File: src/rtl/ps2_pkg.sv
// Shared definitions for the PS/2 receive path: frame FSM states, well-known
// scan-code prefixes and the odd-parity helper.
package ps2_pkg;

  typedef enum logic [1:0] {
    IDLE   = 2'd0,
    DATA   = 2'd1,
    PARITY = 2'd2,
    STOP   = 2'd3
  } ps2_state_e;

  localparam logic [7:0] PS2_BREAK  = 8'hF0;
  localparam logic [7:0] PS2_EXTEND = 8'hE0;

  // PS/2 frames use odd parity over the 8 data bits plus the parity bit.
  function automatic logic odd_parity_ok(input logic [7:0] data, input logic par);
    return ^{data, par};
  endfunction

endpackage

File: src/rtl/ps2_sync_filter.sv
// Two-flop synchronizer, run-length glitch filter and registered falling-edge
// strobe for the PS/2 device clock. Idle/reset level is high.
module ps2_sync_filter #(
  parameter int FILTER_LEN = 8
) (
  input  logic clk,
  input  logic rst_n,
  input  logic din,
  output logic fall
);

  localparam int CW = $clog2(FILTER_LEN + 1);

  logic [1:0]    sync_q, sync_d;
  logic [CW-1:0] cnt_q, cnt_d;
  logic          filt_q, filt_d;
  logic          prev_q, prev_d;
  logic          fall_q, fall_d;

  always_comb begin
    sync_d = {sync_q[0], din};
    filt_d = filt_q;
    cnt_d  = '0;
    // cnt_q counts consecutive samples disagreeing with the filtered level;
    // the level flips on the FILTER_LEN-th such sample.
    if (sync_q[1] != filt_q) begin
      if (cnt_q == CW'(FILTER_LEN - 1)) begin
        filt_d = sync_q[1];
      end else begin
        cnt_d = cnt_q + 1'b1;
      end
    end
    prev_d = filt_q;
    fall_d = prev_q & ~filt_q;
  end

  always_ff @(posedge clk) begin
    if (!rst_n) begin
      sync_q <= 2'b11;
      cnt_q  <= '0;
      filt_q <= 1'b1;
      prev_q <= 1'b1;
      fall_q <= 1'b0;
    end else begin
      sync_q <= sync_d;
      cnt_q  <= cnt_d;
      filt_q <= filt_d;
      prev_q <= prev_d;
      fall_q <= fall_d;
    end
  end

  assign fall = fall_q;

endmodule

File: src/rtl/ps2_rx.sv
// PS/2 receiver: samples 11-bit device frames on filtered clock falls, checks
// start/parity/stop and inter-edge timeout, and presents each good byte.
module ps2_rx
  import ps2_pkg::*;
#(
  parameter int CLK_FREQ_HZ = 50_000_000,
  parameter int FILTER_LEN  = 8,
  parameter int TIMEOUT_US  = 100
) (
  input  logic       clk,
  input  logic       rst_n,
  input  logic       ps2_clk,
  input  logic       ps2_data,
  output logic [7:0] scan_code,
  output logic       valid,
  output logic       frame_err,
  output ps2_state_e dbg_state
);

  localparam int TO_LIMIT = CLK_FREQ_HZ / 1_000_000 * TIMEOUT_US;
  localparam int TO_W     = $clog2(TO_LIMIT) + 1;

  // valid/frame_err are single-cycle pulses with no backpressure: a consumer
  // must take scan_code in the cycle valid is high (it then holds until the
  // next good frame anyway).

  logic            fall_stb;
  logic [1:0]      dsync_q, dsync_d;
  logic            data_s;

  ps2_state_e      state_q, state_d;
  logic [2:0]      bit_cnt_q, bit_cnt_d;
  logic [7:0]      shift_q, shift_d;
  logic            par_q, par_d;
  logic [TO_W-1:0] to_cnt_q, to_cnt_d;
  logic [7:0]      code_q, code_d;
  logic            valid_q, valid_d;
  logic            err_q, err_d;
  logic            timeout;

  ps2_sync_filter #(
    .FILTER_LEN(FILTER_LEN)
  ) u_clk_filter (
    .clk  (clk),
    .rst_n(rst_n),
    .din  (ps2_clk),
    .fall (fall_stb)
  );

  assign data_s  = dsync_q[1];
  assign timeout = (to_cnt_q == TO_W'(TO_LIMIT));

  always_comb begin
    dsync_d   = {dsync_q[0], ps2_data};
    state_d   = state_q;
    bit_cnt_d = bit_cnt_q;
    shift_d   = shift_q;
    par_d     = par_q;
    code_d    = code_q;
    valid_d   = 1'b0;
    err_d     = 1'b0;
    to_cnt_d  = (state_q == IDLE || fall_stb) ? '0 : to_cnt_q + 1'b1;

    case (state_q)
      IDLE: begin
        if (fall_stb && !data_s) begin
          state_d   = DATA;
          bit_cnt_d = 3'd0;
        end
      end
      DATA: begin
        if (fall_stb) begin
          shift_d = {data_s, shift_q[7:1]};
          if (bit_cnt_q == 3'd7) begin
            state_d = PARITY;
          end else begin
            bit_cnt_d = bit_cnt_q + 3'd1;
          end
        end
      end
      PARITY: begin
        if (fall_stb) begin
          par_d   = data_s;
          state_d = STOP;
        end
      end
      STOP: begin
        if (fall_stb) begin
          state_d = IDLE;
          if (data_s && odd_parity_ok(shift_q, par_q)) begin
            code_d  = shift_q;
            valid_d = 1'b1;
          end else begin
            err_d = 1'b1;
          end
        end
      end
      default: state_d = IDLE;
    endcase

    // An edge arriving in the same cycle as the timeout keeps the frame alive.
    if (state_q != IDLE && !fall_stb && timeout) begin
      state_d   = IDLE;
      bit_cnt_d = 3'd0;
      err_d     = 1'b1;
    end
  end

  always_ff @(posedge clk) begin
    if (!rst_n) begin
      dsync_q   <= 2'b11;
      state_q   <= IDLE;
      bit_cnt_q <= 3'd0;
      shift_q   <= 8'h00;
      par_q     <= 1'b0;
      to_cnt_q  <= '0;
      code_q    <= 8'h00;
      valid_q   <= 1'b0;
      err_q     <= 1'b0;
    end else begin
      dsync_q   <= dsync_d;
      state_q   <= state_d;
      bit_cnt_q <= bit_cnt_d;
      shift_q   <= shift_d;
      par_q     <= par_d;
      to_cnt_q  <= to_cnt_d;
      code_q    <= code_d;
      valid_q   <= valid_d;
      err_q     <= err_d;
    end
  end

  assign scan_code = code_q;
  assign valid     = valid_q;
  assign frame_err = err_q;
  assign dbg_state = state_q;

endmodule
File: config.mk
export PLATFORM = sky130hd
export DESIGN_NAME = ps2_rx
export DESIGN_NICKNAME = d
export VERILOG_FILES = /design/src/rtl/ps2_pkg.sv /design/src/rtl/ps2_sync_filter.sv /design/src/rtl/ps2_rx.sv
export SDC_FILE = /design/constraint.sdc
export NUM_CORES = 1
export LEC_CHECK = 0
export BUFFER_PORTS_ARGS = -buffer_cell sky130_fd_sc_hd__buf_4
export CELL_PAD_IN_SITES_DETAIL_PLACEMENT = 1
export CELL_PAD_IN_SITES_GLOBAL_PLACEMENT = 1
export CORE_MARGIN = 5
export CORE_UTILIZATION = 35
export DETAILED_ROUTE_END_ITERATION = 7
export HOLD_SLACK_MARGIN = 0.15
export PLACE_DENSITY_LB_ADDON = 0.1
export SLEW_MARGIN = 20
export SYNTH_ARGS = -nofsm -noshare
export SYNTH_HDL_FRONTEND = slang
export SYNTH_SLANG_ARGS = --single-unit
File: constraint.sdc
create_clock -name clk -period 1.5 [get_ports clk]
set_input_delay 0.15 -clock clk [delete_from_list [all_inputs] [get_ports clk]]
set_output_delay 0.15 -clock clk [all_outputs]
set_load 0.1 [all_outputs]
; ---- After elaboration in Yosys (flattened, before gate mapping)
; Index checks and enable logic that the tools add are counted.
[totals]
ff_bits = 49
[op_classes]
n_mux = 15
n_addsub = 3
bitwise = 4
eq_ne = 13
reduce_logical = 21
[op_table]
columns = operator, count
row1 = "14-bit by 1-bit adder with 14-bit output, second input constant", 1
row2 = "14-bit by 13-bit == test with 1-bit output, second input constant", 1
row3 = 2-bit two-way mux, 5
row4 = 3-bit two-way mux, 3
row5 = 9-bit XOR reduction, 1
row6 = "2-bit by 1-bit != test with 1-bit output, second input constant", 4
row7 = 2-bit one-hot mux with 4 select lines, 1
row8 = 3-bit one-hot mux with 2 select lines, 1
row9 = 2-bit AND reduction, 3
row10 = 3-bit AND reduction, 2
row11 = 1-bit two-way mux, 5
row12 = 5-bit AND reduction, 1
row13 = "4-bit by 1-bit adder with 4-bit output, second input constant", 1
row14 = "2-bit == test, second input constant", 2
row15 = "4-bit by 3-bit == test with 1-bit output, second input constant", 1
row16 = 1-bit logical AND, 4
row17 = "2-bit != test, second input constant", 2
row18 = 4-bit AND reduction, 1
row19 = 2-bit nonzero test, 2
row20 = 2-bit OR reduction, 2
row21 = "3-bit by 1-bit adder with 3-bit output, second input constant", 1
row22 = "3-bit == test, second input constant", 1
row23 = 1-bit inverter, 3
row24 = 3-bit OR reduction, 1
row25 = 6 further kinds, 7

; ---- Logic depth before layout (Yosys ltp)
; Gate-level depths: netlist of the first run.
[logic_depth]
depth_word = 6
mapped_depth = 6
depth_no_buf = 6

; ---- By module
; From an unflattened synthesis of the first run, not the netlist that was laid out.
[hier_totals]
cells_unflattened = 226
hier_area_um2 = 2124.5
[by_module_without_submodules]
columns = mod, seq_area_each_um2, area_per_inst_um2, cells_per_inst, instances
row1 = ps2_rx, 800.8, 1825.5, 198, 1
row2 = ps2_sync_filter, 180.2, 299.0, 28, 1

; ---- Worst setup path before layout of the first run
; No wires, ideal clock.
[synth_timing]
kind = register -> register
from = register state_q[1] (netlist: dbg_state[1])
to = register state_q[1] (netlist: dbg_state[1])
required_time_ns = 1.382
path_slack_ns = -0.897
stages_incl_launch_ff = 7
arrival_ns = 2.278
setup_ns = 0.118
cell_sequence = dfxtp_1 > inv_1 > ha_1 > nor2b_1 > a2111oi_2 > mux2i_1 > nor2_1
[synth_between]
elab_chain_cells = 4
word_cells_on_any_way = 15
[synth_lines]
columns = element, line
row1 = start: declaration, ps2_rx.sv:31  ; ps2_state_e state_q, state_d;
row2 = start signal: assignment, ps2_rx.sv:122  ; state_q <= state_d;
row3 = "parallel branches: the longest is 4 deep, another holds 5-bit AND reduction", --
; Parallel ways; which one is timed is not known.
; A chain may end at the register's enable or synchronous reset.

; ---- Final worst setup path of the first run
[layout_timing]
from = register shift_q[7]
to = register code_q[0] (netlist: scan_code[0])
[layout_between]
elab_chain_cells = 3
[layout_lines]
columns = element, line
row1 = start: declaration, ps2_rx.sv:33  ; logic [7:0] shift_q, shift_d;
row2 = start signal: assignment, ps2_rx.sv:124  ; shift_q <= shift_d;
row3 = 9-bit XOR reduction, ps2_pkg.sv:17  ; return ^{data, par};
row4 = 1-bit logical AND, ps2_rx.sv:90  ; if (data_s && odd_parity_ok(shift_q, par_q)) begin
row5 = 3-bit AND reduction (no line), --
row6 = end signal: assignment, ps2_rx.sv:127  ; code_q <= code_d;
row7 = end: declaration, ps2_rx.sv:36  ; logic [7:0] code_q, code_d;
; No other way between the ends.

==> Flow_metrics.wiki, run 1 <==
{| class="wikitable"
! Metric !! Value
|-
| Number of endpoints with negative hold slack in the final report || 0
|-
| Top cells by area, synth || sky130_fd_sc_hd__dfxtp_1 45%, sky130_fd_sc_hd__nand2_1 5.9%, sky130_fd_sc_hd__ha_1 5.2%
|-
| Status || finished with violations
|-
| Capture point of the worst reg-to-reg path || scan_code[0]$_SDFFE_PN0P_
|-
| Post-DP HPWL || 3570 µm
|-
| Critical path's top delay family || XOR/XNOR gates
|-
| Period utilization || 1.08
|-
| Count of antenna diodes in the layout || 0
|-
| Crit path buffers/inverters || 1
|-
| Class of the worst hold path || register to register
|-
| Number of different library cells in the post-synthesis netlist || 37
|-
| Floorplan Core Area || 5960 µm²
|-
| Source of the worst register-to-register timing path || shift_q[7]$_SDFFE_PN0P_
|-
| Input/output buffers || 15
|-
| Chip height || 88.6 µm
|-
| Net count after synthesis || 245
|-
| Kind of capture point of the worst setup path || register
|-
| Cell area after synthesis || 2160 µm²
|-
| Total number of vias || 1,772
|-
| Power per Cell Area || 912 nW/µm²
|-
| Endpoint arrival time on the critical path || 1.87 ns
|-
| Post-route DRC violation count || 0
|-
| Full die area || 7840 µm²
|-
| # rows || 28
|-
| Antenna violations before repair || 0
|-
| Crit-path max FO || 9
|-
| Number of nets in the final layout || 300
|-
| Aggregate routed wire length || 5060 µm
|-
| Number of instances in the synthesized netlist || 232
|-
| Final Wtd Congestion || 0.735
|-
| Proportion of netlist area held by the largest area contributor || 0.454
|-
| Type of the worst setup path || register to register
|-
| Post-synthesis sequential area ratio || 0.454
|-
| Remaining max-slew budget at the tightest pin || 0.739
|-
| Fin. max-slew vios || 0
|-
| Overall Global Routing Usage || 0.142
|-
| Worst EP required || 1.74 ns
|-
| Mean number of vias per cell || 4.88
|-
| Layout Cells excl Fill || 363
|-
| Maximum frequency from static timing analysis || 615 MHz
|-
| Critical path's slowest cell || sky130_fd_sc_hd__xor3_1
|-
| Total setup violations reported at the end of the flow || 12
|-
| CTS tree || built
|-
| Total power consumption of the routed design || 2.74 mW
|-
| Flop2flop setup slack || -0.13 ns
|-
| Detailed-routing iteration count for the pre-antenna-repair pass || 4
|-
| Vias in the first global route || 1,841
|-
| Maximum cell stage delay along the critical path || 0.43 ns
|-
| Failing checks || setup timing
|-
| Violation count after the first detailed-routing iteration || 26
|-
| Placed Cells || 347
|-
| Max-cap violation count || 0
|-
| Wire length of the first global-routing pass || 8650 µm
|-
| Average routed wire per standard cell || 13.9 µm
|-
| Cells traversed along the worst timing path || xor3_1 > or2_4 > mux2i_4 > buf_12 > mux2i_1
|-
| Least setup slack across all paths after layout || -0.127 ns
|-
| Area Growth Syn to Fin || 38.9%
|-
| Avg Inst Size Synth || 9.31 µm²
|-
| Number of CTS-inserted buffers || 5
|-
| Total clock sinks || 49
|-
| Period minus WS final || 1.63 ns
|-
| Transition time at the pin with the least slew margin || 0.388 ns
|-
| Total of flip-flops plus latches after synthesis || 49
|-
| Max IR drop VDD || 0.410 mV
|-
| Number of levels the H-tree was split into || 2
|-
| CTS max path bufs || 2
|-
| Critical path launch point || shift_q[7]$_SDFFE_PN0P_
|-
| Total global routing overflow || 0
|-
| Root buf cell || sky130_fd_sc_hd__clkbuf_8
|-
| Unrepaired setup endpoints after global routing || true
|-
| Maximum number of pins on one net before global-route repair || 30
|-
| DIE WIDTH || 88.6 µm
|-
| Proportion of layout cells with a drive suffix above 1 || 0.340
|-
| Clock insertion delay at the later pin of the skew report || 0.31 ns
|-
| Initial cell density of the core || 0.363
|-
| Cell count of the worst reg-to-reg path || 5
|-
| Number of logic stages on the critical path including buffering || 5
|-
| Io pins || 16
|-
| Routed Antenna Nets || 0
|-
| Clk pin slew, worst setup/hold paths || 0.10 ns
|-
| Total leakage power || 1.13 nW
|-
| Clock skew after layout || 0.00656 ns
|-
| Leading cell type in the layout, fill and taps excluded || sky130_fd_sc_hd__buf_4
|-
| Post-synth top area cell || sky130_fd_sc_hd__dfxtp_1
|-
| Startpoint types || register
|-
| Syn. warnings || 0
|-
| Critical path endpoint || scan_code[0]$_SDFFE_PN0P_
|-
| Most frequent cells in the layout || 49 x sky130_fd_sc_hd__buf_4, 38 x sky130_fd_sc_hd__dfxtp_1, 33 x sky130_fd_sc_hd__nand2_1
|}
final cells by class:
| class | count | area [µm²] |
|---|---|---|
| clock buffers | 5 | 68.8 |
| clock inverters | 3 | 47.5 |
| fillers | 694 | 2960 |
| inverters | 7 | 31.3 |
| multi-input cells | 168 | 1310 |
| flip-flops and latches | 49 | 1000 |
| well taps | 75 | 93.8 |
| repair buffers | 56 | 450 |
metal layers:
layer  track usage  share of wire  vias to the layer above
met5             0              0                        -
met4        0.0371         0.0093                        0
met3        0.0279          0.018                        4
met2         0.254           0.52                       11
met1         0.173           0.45                      866
li1              -              -                      891
synthesized netlist by cell type:
cell type,number
sky130_fd_sc_hd__nand3_1,17
sky130_fd_sc_hd__a2111oi_2,1
sky130_fd_sc_hd__a21oi_1,6
sky130_fd_sc_hd__nor4bb_1,1
sky130_fd_sc_hd__and4_1,1
sky130_fd_sc_hd__a31oi_1,1
sky130_fd_sc_hd__xor3_1,1
sky130_fd_sc_hd__a21bo_2,1
sky130_fd_sc_hd__nand2_1,34
sky130_fd_sc_hd__or4_1,1
sky130_fd_sc_hd__a211oi_1,1
sky130_fd_sc_hd__nor2_1,18
sky130_fd_sc_hd__or3_1,3
sky130_fd_sc_hd__and2_1,1
sky130_fd_sc_hd__o21ba_2,1
sky130_fd_sc_hd__a2111o_1,1
sky130_fd_sc_hd__inv_1,7
sky130_fd_sc_hd__nor2b_1,3
sky130_fd_sc_hd__o21ai_0,3
sky130_fd_sc_hd__nor4b_1,1
sky130_fd_sc_hd__xnor2_1,7
sky130_fd_sc_hd__nor4_1,3
sky130_fd_sc_hd__nand3b_1,1
sky130_fd_sc_hd__xor2_1,9
sky130_fd_sc_hd__or2_2,1
sky130_fd_sc_hd__xnor3_2,1
sky130_fd_sc_hd__nand2b_1,12
sky130_fd_sc_hd__clkbuf_1,8
sky130_fd_sc_hd__mux2i_4,1
sky130_fd_sc_hd__and3_1,3
sky130_fd_sc_hd__mux2i_1,11
sky130_fd_sc_hd__a21boi_0,8
sky130_fd_sc_hd__nand4_1,4
sky130_fd_sc_hd__ha_1,9
sky130_fd_sc_hd__dfxtp_1,49
sky130_fd_sc_hd__nor3_1,1
sky130_fd_sc_hd__a221oi_1,1
flip-flops by register name (all words and copies together), names as in the netlist:
name                 flops
u_clk_filter.prev_q      1
frame_err                1
par_q                    1
u_clk_filter.sync_q      2
u_clk_filter.filt_q      1
dbg_state                2
dsync_q                  2
scan_code                8
to_cnt_q                14
shift_q                  8
valid                    1
bit_cnt_q                3
u_clk_filter.cnt_q       4
u_clk_filter.fall        1
cell families (layout without fill, tap and decap cells):
logic type      after synthesis  count (layout)  share of synthesized area
simple gates                105             105                      0.239
flops                        49              49                      0.454
xor+xnor                     18              18                     0.0869
fa+ha+maj                     9               9                     0.0521
mux                          12              12                     0.0614
compound gates               24              24                     0.0805
buf+inv                      15              71                     0.0261
through the flow:
stage	TNS, ns	utilization	worst slack, ns	hold slack, ns	instance area, µm²
after floorplan	-2.24	-	-0.231	0.251	2260
after global placement	-0.955	0.453	-0.0940	0.334	2700
after detailed placement	-1.40	0.453	-0.133	0.342	2700
after CTS	-1.10	0.497	-0.141	0.423	2960
after global routing	-2.14	0.504	-0.190	0.437	3000
final	-1.06	0.504	-0.127	0.417	3000
tightest hold or removal path: stages (launching register included):
cell and delay (ns):
sky130_fd_sc_hd__dfxtp_1 0.31, sky130_fd_sc_hd__inv_1 0.05, sky130_fd_sc_hd__nor2_1 0.04
report_power, final:
part / leakage, nW / internal, mW / total [mW] / switching (mW)
logic: 0.671 / 0.179 / 0.393 / 0.214
clock network: 0.0591 / 0.509 / 1.00 / 0.494
registers: 0.402 / 1.32 / 1.34 / 0.0226
what timing repair did:
action / 4_1_cts / 5_1_grt
hold buffers: 4 / 0
endpoints found under the setup margin: 17 / 17
setup buffers: 4 / 0
resized for setup: 16 / 9
pin swaps: 4 / 6
hold endpoints to repair: 3 / 0
how the worst min path moves through the flow:
| stage | cells after the start | start | endpoint | slack [ns] |
|---|---|---|---|---|
| final | 2 | u_clk_filter.prev_q$_SDFF_PN1_ | u_clk_filter.fall$_SDFF_PN0_ | 0.42 |
| after global routing | 2 | u_clk_filter.prev_q$_SDFF_PN1_ | u_clk_filter.fall$_SDFF_PN0_ | 0.44 |
| after floorplan | 1 | ps2_data | dsync_q[0]$_SDFF_PN1_ | 0.25 |
| after CTS | 1 | dsync_q[0]$_SDFF_PN1_ | dsync_q[1]$_SDFF_PN1_ | 0.42 |
| after global placement | 2 | ps2_data | dsync_q[0]$_SDFF_PN1_ | 0.33 |
| after detailed placement | 2 | ps2_data | dsync_q[0]$_SDFF_PN1_ | 0.34 |
(Power assumes the default switching activity.)
==> run 2: changes to the inputs <==
- SYNTH_HIERARCHICAL: default -> 1
==> Flow_metrics.wiki, run 2 <==
{| class="wikitable"
! Metric !! Value
|-
| Remaining max-slew budget at the tightest pin || 0.780 (was 0.739)
|-
| Source of the worst register-to-register timing path || shift_q[1]$_SDFFE_PN0P_ (was shift_q[7]$_SDFFE_PN0P_)
|-
| WL met3 || 121 µm (was 91 µm)
|-
| Cell area after synthesis || 2120 µm² (was 2160 µm²)
|-
| Post-DP HPWL || 3280 µm (was 3570 µm)
|-
| Routed Antenna Nets || 0 (unchanged)
|-
| Number of instances in the synthesized netlist || 226 (was 232)
|-
| Number of levels the H-tree was split into || 2 (unchanged)
|-
| Proportion of layout cells with a drive suffix above 1 || 0.321 (was 0.340)
|-
| Period utilization || 1.08 (about the same)
|-
| Chip height || 87.9 µm (was 88.6 µm)
|-
| Synth async-reset ratio || 0 (unchanged)
|-
| Hold path startpoint || u_clk_filter/prev_q$_SDFF_PN1_ (was u_clk_filter.prev_q$_SDFF_PN1_)
|-
| Number of flip-flops in the largest register || 14 (unchanged)
|-
| Most frequent cell after synthesis || sky130_fd_sc_hd__dfxtp_1 (unchanged)
|-
| Total of flip-flops plus latches after synthesis || 49 (unchanged)
|-
| Routed length on met2 || 2290 µm (was 2620 µm)
|-
| Floorplan Core Area || 5920 µm² (was 5960 µm²)
|-
| Proportion of netlist area held by the largest area contributor || 0.462 (was 0.454)
|-
| Total setup violations reported at the end of the flow || 10 (was 12)
|-
| Initial cell density of the core || 0.359 (was 0.363)
|-
| Int Power || 1.79 mW (was 2.01 mW)
|-
| Top cell types by occurrence after synthesis || 49 x sky130_fd_sc_hd__dfxtp_1, 43 x sky130_fd_sc_hd__nand2_1, 22 x sky130_fd_sc_hd__nor2_1, 12 x sky130_fd_sc_hd__mux2i_1, 11 x sky130_fd_sc_hd__xor2_1 (was 49 x sky130_fd_sc_hd__dfxtp_1, 34 x sky130_fd_sc_hd__nand2_1, 18 x sky130_fd_sc_hd__nor2_1, 17 x sky130_fd_sc_hd__nand3_1, 12 x sky130_fd_sc_hd__nand2b_1)
|-
| Sw Share || 0.280 (was 0.267)
|-
| Multiplexer fraction of the synthesized cell area || 0.0671 (was 0.0614)
|-
| Syn. warnings || 6 (was 0)
|-
| Post-synth top area cell || sky130_fd_sc_hd__dfxtp_1 (unchanged)
|-
| Tightest hold margin || 0.409 ns (was 0.417 ns)
|-
| CTS max path bufs || 2 (unchanged)
|-
| Pre-CTS setup slack || -0.179 ns (was -0.133 ns)
|-
| Number of nets in the final layout || 286 (was 300)
|-
| Largest Register || to_cnt_q (unchanged)
|-
| EDFF count, synth || 0 (unchanged)
|-
| Area share of fa/ha/maj cells after synthesis || 0.0530 (was 0.0521)
|-
| Total number of vias || 1,666 (was 1,772)
|-
| Net count after synthesis || 239 (was 245)
|-
| Crit-path max FO || 9 (unchanged)
|-
| Final Wtd Congestion || 0.708 (was 0.735)
|-
| # rows || 28 (unchanged)
|-
| Class of the worst hold path || register to register (unchanged)
|-
| Avg Inst Size Synth || 9.40 µm² (was 9.31 µm²)
|-
| Full die area || 7730 µm² (was 7840 µm²)
|-
| Fin Setup TNS || -0.826 ns (was -1.06 ns)
|-
| Input/output buffers || 15 (unchanged)
|-
| Unrepaired setup endpoints after global routing || true (unchanged)
|-
| Transition time at the pin with the least slew margin || 0.326 ns (was 0.388 ns)
|-
| Power per Cell Area || 873 nW/µm² (was 912 nW/µm²)
|-
| Area Growth Syn to Fin || 34.1% (was 38.9%)
|-
| Clk pin slew, worst setup/hold paths || 0.10 ns (about the same)
|-
| Capture point of the worst reg-to-reg path || scan_code[5]$_SDFFE_PN0P_ (was scan_code[0]$_SDFFE_PN0P_)
|-
| Max-cap violation count || 0 (unchanged)
|-
| Top cells by area, synth || sky130_fd_sc_hd__dfxtp_1 46%, sky130_fd_sc_hd__nand2_1 7.6%, sky130_fd_sc_hd__mux2i_1 5.7% (was sky130_fd_sc_hd__dfxtp_1 45%, sky130_fd_sc_hd__nand2_1 5.9%, sky130_fd_sc_hd__ha_1 5.2%)
|-
| Type of the worst setup path || register to register (unchanged)
|-
| Placed Cells || 335 (was 347)
|-
| Maximum frequency from static timing analysis || 619 MHz (was 615 MHz)
|-
| Count of antenna diodes in the layout || 0 (unchanged)
|-
| Routed metal-1 wirelength || 2180 µm (was 2300 µm)
|-
| Post-synthesis share of cell area spent on xor and xnor gates || 0.0925 (was 0.0869)
|-
| Overall Global Routing Usage || 0.134 (was 0.142)
|-
| Endpoint arrival time on the critical path || 1.85 ns (was 1.87 ns)
|-
| Leading cell type in the layout, fill and taps excluded || sky130_fd_sc_hd__nand2_1 (was sky130_fd_sc_hd__buf_4)
|-
| Least setup slack across all paths after layout || -0.115 ns (was -0.127 ns)
|-
| Maximum number of pins on one net before global-route repair || 23 (was 30)
|-
| Vias in the first global route || 1,723 (was 1,841)
|-
| Cell count of the worst reg-to-reg path || 5 (unchanged)
|-
| Total clock sinks || 49 (unchanged)
|-
| Worst Hold Depth || 2 (unchanged)
|-
| Wire length of the first global-routing pass || 8110 µm (was 8650 µm)
|-
| Fin. max-slew vios || 0 (unchanged)
|-
| Period minus WS final || 1.61 ns (was 1.63 ns)
|-
| Kind of capture point of the worst setup path || register (unchanged)
|-
| Violation count after the first detailed-routing iteration || 36 (was 26)
|-
| DIE WIDTH || 87.9 µm (was 88.6 µm)
|-
| Total global routing overflow || 0 (unchanged)
|-
| Total leakage power || 1.06 nW (was 1.13 nW)
|-
| Core utilization of the finished layout || 0.481 (was 0.504)
|-
| Average routed wire per standard cell || 13.3 µm (was 13.9 µm)
|-
| Clock power frac || 0.340 (was 0.367)
|-
| Most frequent cells in the layout || 42 x sky130_fd_sc_hd__nand2_1, 40 x sky130_fd_sc_hd__dfxtp_1, 38 x sky130_fd_sc_hd__buf_4 (was 49 x sky130_fd_sc_hd__buf_4, 38 x sky130_fd_sc_hd__dfxtp_1, 33 x sky130_fd_sc_hd__nand2_1)
|-
| Number of endpoints with negative hold slack in the final report || 0 (unchanged)
|-
| CTS tree || built (unchanged)
|-
| Failing checks || setup timing (unchanged)
|-
| Share of synthesized cell area in and, or, nand and nor gates || 0.229 (was 0.239)
|-
| Startpoint types || register (unchanged)
|-
| Detailed-routing iteration count for the pre-antenna-repair pass || 4 (unchanged)
|-
| Worst EP required || 1.74 ns (about the same)
|-
| Predominant post-synthesis flop cell || sky130_fd_sc_hd__dfxtp_1 (unchanged)
|-
| Destination of the worst hold path || u_clk_filter/fall$_SDFF_PN0_ (was u_clk_filter.fall$_SDFF_PN0_)
|-
| Status || finished with violations (unchanged)
|-
| Aggregate routed wire length || 4650 µm (was 5060 µm)
|-
| Flop2flop setup slack || -0.11 ns (was -0.13 ns)
|-
| Clock skew after layout || 0.00772 ns (was 0.00656 ns)
|-
| Number of different library cells in the post-synthesis netlist || 38 (was 37)
|-
| Post-synthesis sequential area ratio || 0.462 (was 0.454)
|-
| Complex-gate fraction of the synthesized area || 0.0754 (was 0.0805)
|-
| Clock insertion delay at the later pin of the skew report || 0.31 ns (about the same)
|-
| Mean number of vias per cell || 4.77 (was 4.88)
|-
| Share of total power in sequential cells || 0.541 (was 0.490)
|-
| Uppermost signal routing layer after detailed routing || met4 (unchanged)
|-
| Critical path launch point || shift_q[1]$_SDFFE_PN0P_ (was shift_q[7]$_SDFFE_PN0P_)
|-
| Root buf cell || sky130_fd_sc_hd__clkbuf_8 (unchanged)
|-
| # fillers || 683 (was 694)
|-
| Reported net switching power || 0.695 mW (was 0.730 mW)
|-
| Max IR drop VDD || 0.440 mV (was 0.410 mV)
|-
| Post-route DRC violation count || 0 (unchanged)
|-
| Io pins || 16 (unchanged)
|-
| Antenna violations before repair || 0 (unchanged)
|-
| Number of CTS-inserted buffers || 5 (unchanged)
|-
| Part of the power in combinational logic || 0.119 (was 0.144)
|-
| Layout Cells excl Fill || 349 (was 363)
|-
| Dominant combinational cell family by area after synthesis || simple AND/OR/NAND/NOR gates (unchanged)
|}
## run 2: final cells by class
| class | instances | area, µm² | share of cell area |
|---|---|---|---|
| clock buffer | 5 | 68.8 | 0.0242 |
| timing repair buffer | 46 | 379 | 0.133 |
| tap | 75 | 93.8 | 0.0329 |
| inverter | 6 | 27.5 | 0.00966 |
| sequential | 49 | 997 | 0.350 |
| clock inverter | 3 | 26.3 | 0.00922 |
| multi-input combinational | 165 | 1260 | 0.441 |
## run 2: metrics by stage
step / cell area [µm²] / power [mW]
finish: 2850 / 2.49
global route: 2850 / 2.60
CTS: 2770 / 2.50
detailed placement: 2560 / 1.62
global placement: 2560 / 1.62
floorplan: 2180 / 1.54
## run 2: what timing repair did
item	CTS	global route
gates resized for setup	14	18
endpoints found under the setup margin	15	26
buffers inserted	0	2
endpoints found under the hold margin	3	0
pin swaps	5	9
hold buffers	4	0
## run 2: worst max-delay path by stage
stage / end / slack [ns] / cells after the start
global route: scan_code[4]$_SDFFE_PN0P_ / -0.20 / 5
CTS: scan_code[4]$_SDFFE_PN0P_ / -0.15 / 5
detailed placement: scan_code[4]$_SDFFE_PN0P_ / -0.18 / 5
global placement: frame_err$_SDFF_PN0_ / -0.06 / 5
finish: scan_code[5]$_SDFFE_PN0P_ / -0.11 / 5
floorplan: scan_code[0]$_SDFFE_PN0P_ / -0.15 / 5
## run 2: routing by layer
layer | vias up | GRT usage
met5 | - | 0
met4 | 0 | 0.0418
met3 | 5 | 0.0310
met2 | 13 | 0.233
met1 | 796 | 0.163
li1 | 852 | -
## run 2: logic make-up (layout without fill, tap and decap cells)
| kind of cell | Yosys count | after routing |
|---|---|---|
| AO/OA/AOI/OAI | 22 | 22 |
| flip-flops | 49 | 49 |
| AND/OR/NAND/NOR | 102 | 102 |
| multiplexers | 13 | 13 |
| XOR/XNOR | 19 | 19 |
| adder cells (fa/ha/maj) | 9 | 9 |
| buffers and inverters | 12 | 60 |
## run 2: critical path: stages, from the launching register on
cell and delay [ns]:
sky130_fd_sc_hd__dfxtp_2 0.34, sky130_fd_sc_hd__xor3_1 0.41, sky130_fd_sc_hd__or2_4 0.27, sky130_fd_sc_hd__mux2i_4 0.17, sky130_fd_sc_hd__buf_12 0.16, sky130_fd_sc_hd__mux2i_1 0.20
## run 2: power by group through the flow
stage	sequential [mW]	clock [mW]	combinational (mW)
2_1_floorplan	1.42	0	0.116
3_3_place_gp	1.37	0	0.245
3_5_place_dp	1.37	0	0.247
4_1_cts	1.34	0.888	0.272
5_1_grt	1.35	0.927	0.326
6_report	1.34	0.845	0.296
